<file path="src/rtl/memory_arbiter.sv">
`timescale 1ns/1ps
// -----------------------------------------------------------------------------
// memory_arbiter
//
// Shares the single RAM port of the pipelined MIPS core between instruction
// fetch (icache side) and the data path (dcache side). Grants are made one at
// a time by a three-state FSM (IDLE, DGRANT, IGRANT). Data requests normally
// win arbitration; a starvation counter forces one instruction grant after
// STARVE_MAX data grants were issued while an instruction fetch was waiting.
//
// Parameters
//   ADDR_W      address width
//   DATA_W      word width
//   STARVE_MAX  data grants tolerated with iREN pending (1..15)
//
// Ports
//   CLK       in   system clock, rising edge
//   nRST      in   asynchronous active-low reset
//   iREN      in   instruction read request
//   iaddr     in   instruction address
//   iwait     out  instruction stall, low only in the completing cycle
//   iload     out  instruction word, valid when iwait=0 and iREN=1
//   dREN      in   data read request
//   dWEN      in   data write request
//   daddr     in   data address
//   dstore    in   data write word
//   dwait     out  data stall, low only in the completing cycle
//   dload     out  data read word, valid when dwait=0 and dREN=1
//   ramREN    out  RAM read enable
//   ramWEN    out  RAM write enable
//   ramaddr   out  RAM address
//   ramstore  out  RAM write data
//   ramload   in   RAM read data
//   ramstate  in   RAM status: 0 FREE, 1 BUSY, 2 ACCESS, 3 ERROR
// -----------------------------------------------------------------------------
module memory_arbiter #(
    parameter int ADDR_W     = 32,
    parameter int DATA_W     = 32,
    parameter int STARVE_MAX = 4
) (
    input  logic              CLK,
    input  logic              nRST,
    input  logic              iREN,
    input  logic [ADDR_W-1:0] iaddr,
    output logic              iwait,
    output logic [DATA_W-1:0] iload,
    input  logic              dREN,
    input  logic              dWEN,
    input  logic [ADDR_W-1:0] daddr,
    input  logic [DATA_W-1:0] dstore,
    output logic              dwait,
    output logic [DATA_W-1:0] dload,
    output logic              ramREN,
    output logic              ramWEN,
    output logic [ADDR_W-1:0] ramaddr,
    output logic [DATA_W-1:0] ramstore,
    input  logic [DATA_W-1:0] ramload,
    input  logic [1:0]        ramstate
);

    typedef enum logic [1:0] {
        ST_IDLE   = 2'd0,
        ST_DGRANT = 2'd1,
        ST_IGRANT = 2'd2
    } state_t;

    localparam logic [1:0] RAM_ACCESS = 2'd2;

    // The counter is four bits wide, which bounds STARVE_MAX at 15.
    localparam logic [3:0] STARVE_LIM = 4'(STARVE_MAX);

    // Saturating increment of the starvation counter.
    function automatic logic [3:0] starve_inc(input logic [3:0] v);
        if (v >= STARVE_LIM) begin
            return STARVE_LIM;
        end
        return v + 4'd1;
    endfunction

    state_t     r_state;
    state_t     w_next_state;
    logic [3:0] r_starve;
    logic [3:0] w_next_starve;
    // Remembers whether instruction fetch was already waiting when the
    // current data grant was made; only such grants count toward starvation.
    logic       r_iren_at_grant;
    logic       w_next_iren_at_grant;

    logic       w_dreq;
    logic       w_access;

    assign w_dreq   = dREN | dWEN;
    assign w_access = (ramstate == RAM_ACCESS);

    // ---- state register ----
    always_ff @(posedge CLK or negedge nRST) begin
        if (!nRST) begin
            r_state         <= ST_IDLE;
            r_starve        <= 4'd0;
            r_iren_at_grant <= 1'b0;
        end else begin
            r_state         <= w_next_state;
            r_starve        <= w_next_starve;
            r_iren_at_grant <= w_next_iren_at_grant;
        end
    end

    // ---- next state and outputs ----
    // Everything below is combinational on r_state, so an asynchronous reset
    // forces IDLE and the RAM enables drop without waiting for a clock edge.
    always_comb begin
        w_next_state         = r_state;
        w_next_starve        = r_starve;
        w_next_iren_at_grant = r_iren_at_grant;
        ramREN               = 1'b0;
        ramWEN               = 1'b0;
        ramaddr              = '0;
        ramstore             = '0;
        iload                = '0;
        dload                = '0;
        // A requester stalls unless it is the one completing this cycle.
        iwait                = iREN;
        dwait                = w_dreq;

        case (r_state)
            ST_IDLE: begin
                // Registered arbitration: the RAM port stays idle for one
                // bubble cycle while the winner is chosen.
                if (w_dreq && (r_starve < STARVE_LIM)) begin
                    w_next_state         = ST_DGRANT;
                    w_next_iren_at_grant = iREN;
                end else if (iREN) begin
                    w_next_state = ST_IGRANT;
                end else if (w_dreq) begin
                    // Counter saturated but nobody is fetching: data may go.
                    w_next_state         = ST_DGRANT;
                    w_next_iren_at_grant = 1'b0;
                end
            end

            ST_DGRANT: begin
                // Write wins when both read and write are raised.
                ramaddr  = daddr;
                ramstore = dstore;
                ramWEN   = dWEN;
                ramREN   = dREN & ~dWEN;
                if (!w_dreq) begin
                    // Aborted before completion: no handshake, count kept.
                    w_next_state = ST_IDLE;
                end else if (w_access) begin
                    dwait         = 1'b0;
                    dload         = ramload;
                    w_next_state  = ST_IDLE;
                    w_next_starve = r_iren_at_grant ? starve_inc(r_starve) : 4'd0;
                end
            end

            ST_IGRANT: begin
                ramaddr = iaddr;
                ramREN  = iREN;
                if (!iREN) begin
                    w_next_state = ST_IDLE;
                end else if (w_access) begin
                    iwait         = 1'b0;
                    iload         = ramload;
                    w_next_state  = ST_IDLE;
                    w_next_starve = 4'd0;
                end
            end

            default: begin
                w_next_state = ST_IDLE;
            end
        endcase
    end

endmodule

</file>
<file path="config.mk">
export PLATFORM = sky130hd
export DESIGN_NAME = memory_arbiter
export DESIGN_NICKNAME = d
export VERILOG_FILES = /design/src/rtl/memory_arbiter.sv
export SDC_FILE = /design/constraint.sdc
export NUM_CORES = 1
export LEC_CHECK = 0
export CORE_AREA = 2 2 105 107
export CTS_BUF_LIST = sky130_fd_sc_hd__clkbuf_8 sky130_fd_sc_hd__clkbuf_16
export DETAILED_ROUTE_END_ITERATION = 16
export DIE_AREA = 0 0 107 109
export PLACE_DENSITY_LB_ADDON = 0.3
export SLEW_MARGIN = 10
export SYNTH_ARGS = -nofsm -noshare
export SYNTH_HDL_FRONTEND = slang
export SYNTH_SLANG_ARGS = --single-unit
export TNS_END_PERCENT = 100
</file>
<file path="constraint.sdc">
create_clock -name CLK -period 1.8 [get_ports CLK]
set_input_delay 0.36 -clock CLK [delete_from_list [all_inputs] [get_ports CLK]]
set_output_delay 0.36 -clock CLK [all_outputs]
set_load 0.005 [all_outputs]
</file>
# == Word-level counts from Yosys, hierarchy flattened ==
# Index checks and enable logic that the tools add are counted.
# word_totals
wordCells,60
ff_bits,7
out_inout_bits,132
# op_classes
n_lt_le_gt_ge,2
n_eq_ne,9
n_addsub,1
muxes,36
reduce_logical,6
n_bitwise,3
# op_table
op,n
32-bit 2-to-1 mux,6
32-bit case mux with 2 select lines,1
4-bit 2-to-1 mux,7
1-bit 2-to-1 mux,13
2-bit 2-to-1 mux,6
2-bit != test (second input constant),4
4-bit case mux with 2 select lines,1
2-bit case mux with 3 select lines,1
5-bit AND reduction,1
4-bit by 1-bit adder with 4-bit output (second input constant),1
2-bit == test (second input constant),2
4-bit by 3-bit greater-or-equal comparator with 1-bit output (second input constant),1
4-bit by 3-bit < comparator with 1-bit output (second input constant),1
4-bit != test (second input constant),1
2-bit nonzero test,2
3-bit AND reduction,1
2-bit by 1-bit == test with 1-bit output (second input constant),1
2-bit zero test,1
2-bit by 1-bit != test with 1-bit output (second input constant),1
1-bit case mux with 2 select lines,1
1-bit AND,1
1-bit logical AND,1
1-bit inverter,1
1-bit bitwise OR,1

# == Logic depth before layout (Yosys ltp) ==
# logic_depth
word_depth,10
depth_mapped,7
ltp_nobuf,5

# == Worst setup path before layout ==
# No wires, ideal clock.
# synth_path
path_type,register -> output
from,register r_state[0]
to,output ramREN
path_stages_with_launch,8
setup_slack_ns,0.061
arrival_ns,1.379
cell_sequence,dfrtp_1 -> inv_1 -> ha_1 -> buf_4 -> and2_1 -> buf_2 -> buf_2 -> o21a_1
# synth_between
elab_chain_cells,2
# synth_lines
element,line,text
"start, declared",80,state_t r_state;
"start signal, assigned",102,r_state <= w_next_state;
2-bit == test / 2-bit by 1-bit == test with 1-bit output (equally long branches),125,case (r_state)
1-bit case mux with 2 select lines *,125,
"end, declared",53,"output logic ramREN,"
# Mark *: on every way between the ends. The rest lies on a longest branch, timed or not.

# == Worst setup path in the final report ==
# layout_path
from,register r_state[0]
to,output dload[29]
# layout_between
elab_chain_cells,2
# layout_lines
element,line,text
2-bit by 1-bit == test with 1-bit output,125,
32-bit 2-to-1 mux,125,
"end, declared",52,"output logic [DATA_W-1:0] dload,"
# No other way between the ends.

==> results.toml <==
[flow_run]
drv_cap = 0

[sta]
skew_ns = 0.00173
max_slew_margin_pct = 75.1
fin_ws_ns = -0.291
setup-violations-final = 107
slew_violations = 0
period_share_pct = 116
holdWs_ns = 0.398
tightest_slew_ns = 0.371
tns_ns = -18.33
rsz0062_at_grt = "true"
max_clock_freq_ghz = 0.478
final_hold_viol_count = 0
min_period_ns = 2.09

[clock_network]
root_buffer = "clkbuf_8"
cts_max_path_buffers = 2
clk_pin_slew_ns = 0.04
clock-sinks = 7
cts_tree = "built"
clk_latency_ns = 0.23
ctsHoldBuffers = 0
h-tree-depth = 1
numCtsBuffers = 3

[critical_path]
cp_slowest_cell = "dfrtp_1"
r2r_setup_slack_ns = -0.12
reg2reg_depth = 7
rr_endpoint = "r_starve[1]$_DFFE_PN0P_"
cp_slowest_stage_delay_ns = 0.40
crit_fanout = 7
critical_path.most_common_cell = "buf_6"
timing.rr.start = "r_state[1]$_DFFE_PN0P_"
path_class = "reg -> out"
critPathArrivalTime_ns = 1.73
cp.required_ns = 1.44
critPathLaunchType = "flop"
crit_chain = "buf_6 -> ha_4 -> nor3b_4 -> buf_6 -> buf_16 -> buf_6 -> and2_1 -> buf_2"
cp-end-kind = "primary output"

[synth]
synth_area_um2 = 1690
synth_edf_count = 0
synth_nets = 378
ys.flop_type = "dfrtp_1"
yosys_warnings = 0
netlist_top_cells_count = "66 x and2_1, 35 x nor2b_1, 32 x a22oi_1, 32 x and3_1, 13 x clkbuf_1"
yosysTopAreaCell = "and2_1"
async_reset_ff_share_pct = 100
ys_top_cells_by_area = "and2_1 24%, a22oi_1 14%, nor2b_1 13%, and3_1 12%, dfrtp_1 10%"
syn_area_per_cell_um2 = 7.12
yosysMostFrequentCell = "and2_1"
synth.top_cell.area_share_pct = 24.4
yosysSeqAreaShare_pct = 10.3
yosysUniqueCellTypes = 31
syn_inst = 238
ys_ff_latch = 7

[routing]
drc = 0
first_iter_violations = 89
vias_per_cell = 4.45
ant_nets = 0
routed_wl_um = 11200
wire_per_inst_um = 16.5
vias = 3035
first_pass_iters = 4

[power_and_ir_drop]
combPwrFrac_pct = 91.0
switching_share_pct = 37.1
p_switching_mw = 1.95
p_int_mw = 3.31
p_seq_share_pct = 4.9
pwr-share-clk_pct = 4.1
powerDensity_nw_per_um2 = 937
p_leak_nw = 2.48
total_power_mw = 5.26
ir_drop_v = 0.000572

[finish]
areaGrowthSynthToFinish_pct = 231
fin_util_pct = 52.9
finalInstanceArea_um2 = 5610
nNetsFinal = 683
num_antenna_cells = 0
drive_gt1_share_pct = 56.3
stdcell_count = 682

[status]
status = "finished, violations left"
violations = "setup timing"

[floorplan]
die_w_um = 107
dieArea_um2 = 11700
pin_count = 267
core_area_um2 = 10600
fp-row-count = 38
floorplan.initialDensity_pct = 16.0
fp.dieH_um = 109

[placed_design]
dpl.cell_count = 639
dp_slack_ns = -0.615
dpl_cell_area_um2 = 4620
post-dp-hpwl_um = 7140
port_buffers = 266
gp_congestion = 0.799

[global_route]
grt_max_degree = 27
grt_usage_pct = 17.1
grt_pass1_wl_um = 15800
grt-ovfl-total = 0
grt_pass1_vias = 3026
antenna_found_initial = 0

[worst_hold_path]
hold_class = "in -> async"
==> cells by family (layout without fill, tap and decap cells) <==
group                      Yosys count  after routing  synth area share, %
buffers and inverters               29            333                 8.42
DFF                                  7              7                 10.3
muxes                                3              3                 1.92
AOI/OAI and AO/OA                   44             44                 19.3
adders and majority gates            5              5                 3.69
and+or+nand+nor                    150            150                 56.4
==> state kept, by name (all words and copies together) (netlist names) <==
signal and cells:
r_starve 4, r_iren_at_grant 1, r_state 2
==> power by group through the flow <==
stage | sequential, mW | combinational (mW) | clock, mW
3_3_place_gp | 0.252 | 3.25 | 0
5_1_grt | 0.262 | 5.13 | 0.229
6_report | 0.257 | 4.78 | 0.214
2_1_floorplan | 0.252 | 1.40 | 0
4_1_cts | 0.254 | 4.65 | 0.220
3_5_place_dp | 0.254 | 3.29 | 0
==> cells in the final DEF, fill, tap and decap left out, types with 2 or more instances in the layout <==
master / synthesis / routed
dfrtp_1: 7 / 7
clkbuf_8: 0 / 3
ha_1: 5 / 2
clkdlybuf4s50_1: 0 / 133
a22oi_1: 32 / 7
buf_12: 0 / 9
dlygate4sd2_1: 0 / 5
and3_4: 0 / 32
o2111ai_1: 2 / 2
inv_2: 0 / 2
nand3_1: 4 / 4
a22oi_2: 0 / 25
buf_6: 3 / 83
a21oi_1: 4 / 2
buf_2: 6 / 41
clkbuf_2: 0 / 27
ha_4: 0 / 3
nor2b_2: 0 / 2
and2_4: 0 / 30
o21a_1: 3 / 3
a21oi_2: 0 / 2
buf_4: 1 / 13
mux2_4: 0 / 2
nor2b_4: 0 / 9
and2_1: 66 / 36
nor2b_1: 35 / 24
buf_8: 0 / 2
nor2_1: 2 / 2
inv_1: 4 / 3
clkbuf_16: 0 / 2
buf_16: 0 / 10
==> critical path: cells and delay by family, from the launching register on <==
kind,cells,cell delay [ns]
buffers and inverters,5,0.64
adders and majority gates,1,0.18
DFF,1,0.40
and+or+nand+nor,2,0.27
==> repair_timing <==
item | in CTS | in global routing
gates cloned | 15 | 2
resized for setup | 607 | 105
setup buffers | 24 | 5
pin swaps | 57 | 13
endpoints found under the setup margin | 134 | 136
==> how the worst max path moves through the flow <==
stage | start | end | slack, ns | depth (start not counted)
after floorplan | r_state[0]$_DFFE_PN0P_ | ramREN | 0.06 | 7
after global placement | iREN | iload[27] | -0.59 | 5
after detailed placement | ramstate[0] | dload[18] | -0.61 | 6
after CTS | r_state[0]$_DFFE_PN0P_ | dload[10] | -0.29 | 8
after global routing | r_state[0]$_DFFE_PN0P_ | dload[7] | -0.36 | 8
final | r_state[0]$_DFFE_PN0P_ | dload[29] | -0.29 | 8
==> layout make-up <==
type	instances	area, um^2
Clock buffer	3	41.3
Clock inverter	1	3.75
Fill cell	970	4990
Inverter	4	15.0
Multi-Input combinational cell	202	1910
Sequential cell	7	175
Tap cell	140	175
Timing Repair Buffer	325	3280
==> per-layer routing <==
layer | vias to the layer above | part of all wire [%] | track usage (%)
met5 | - | 0 | 0
met4 | 0 | 1.5 | 3.53
met3 | 19 | 8.1 | 3.95
met2 | 152 | 54 | 33.6
met1 | 1408 | 36 | 18.7
li1 | 1456 | - | -
No activity file was read; power rests on OpenSTA's default activity.
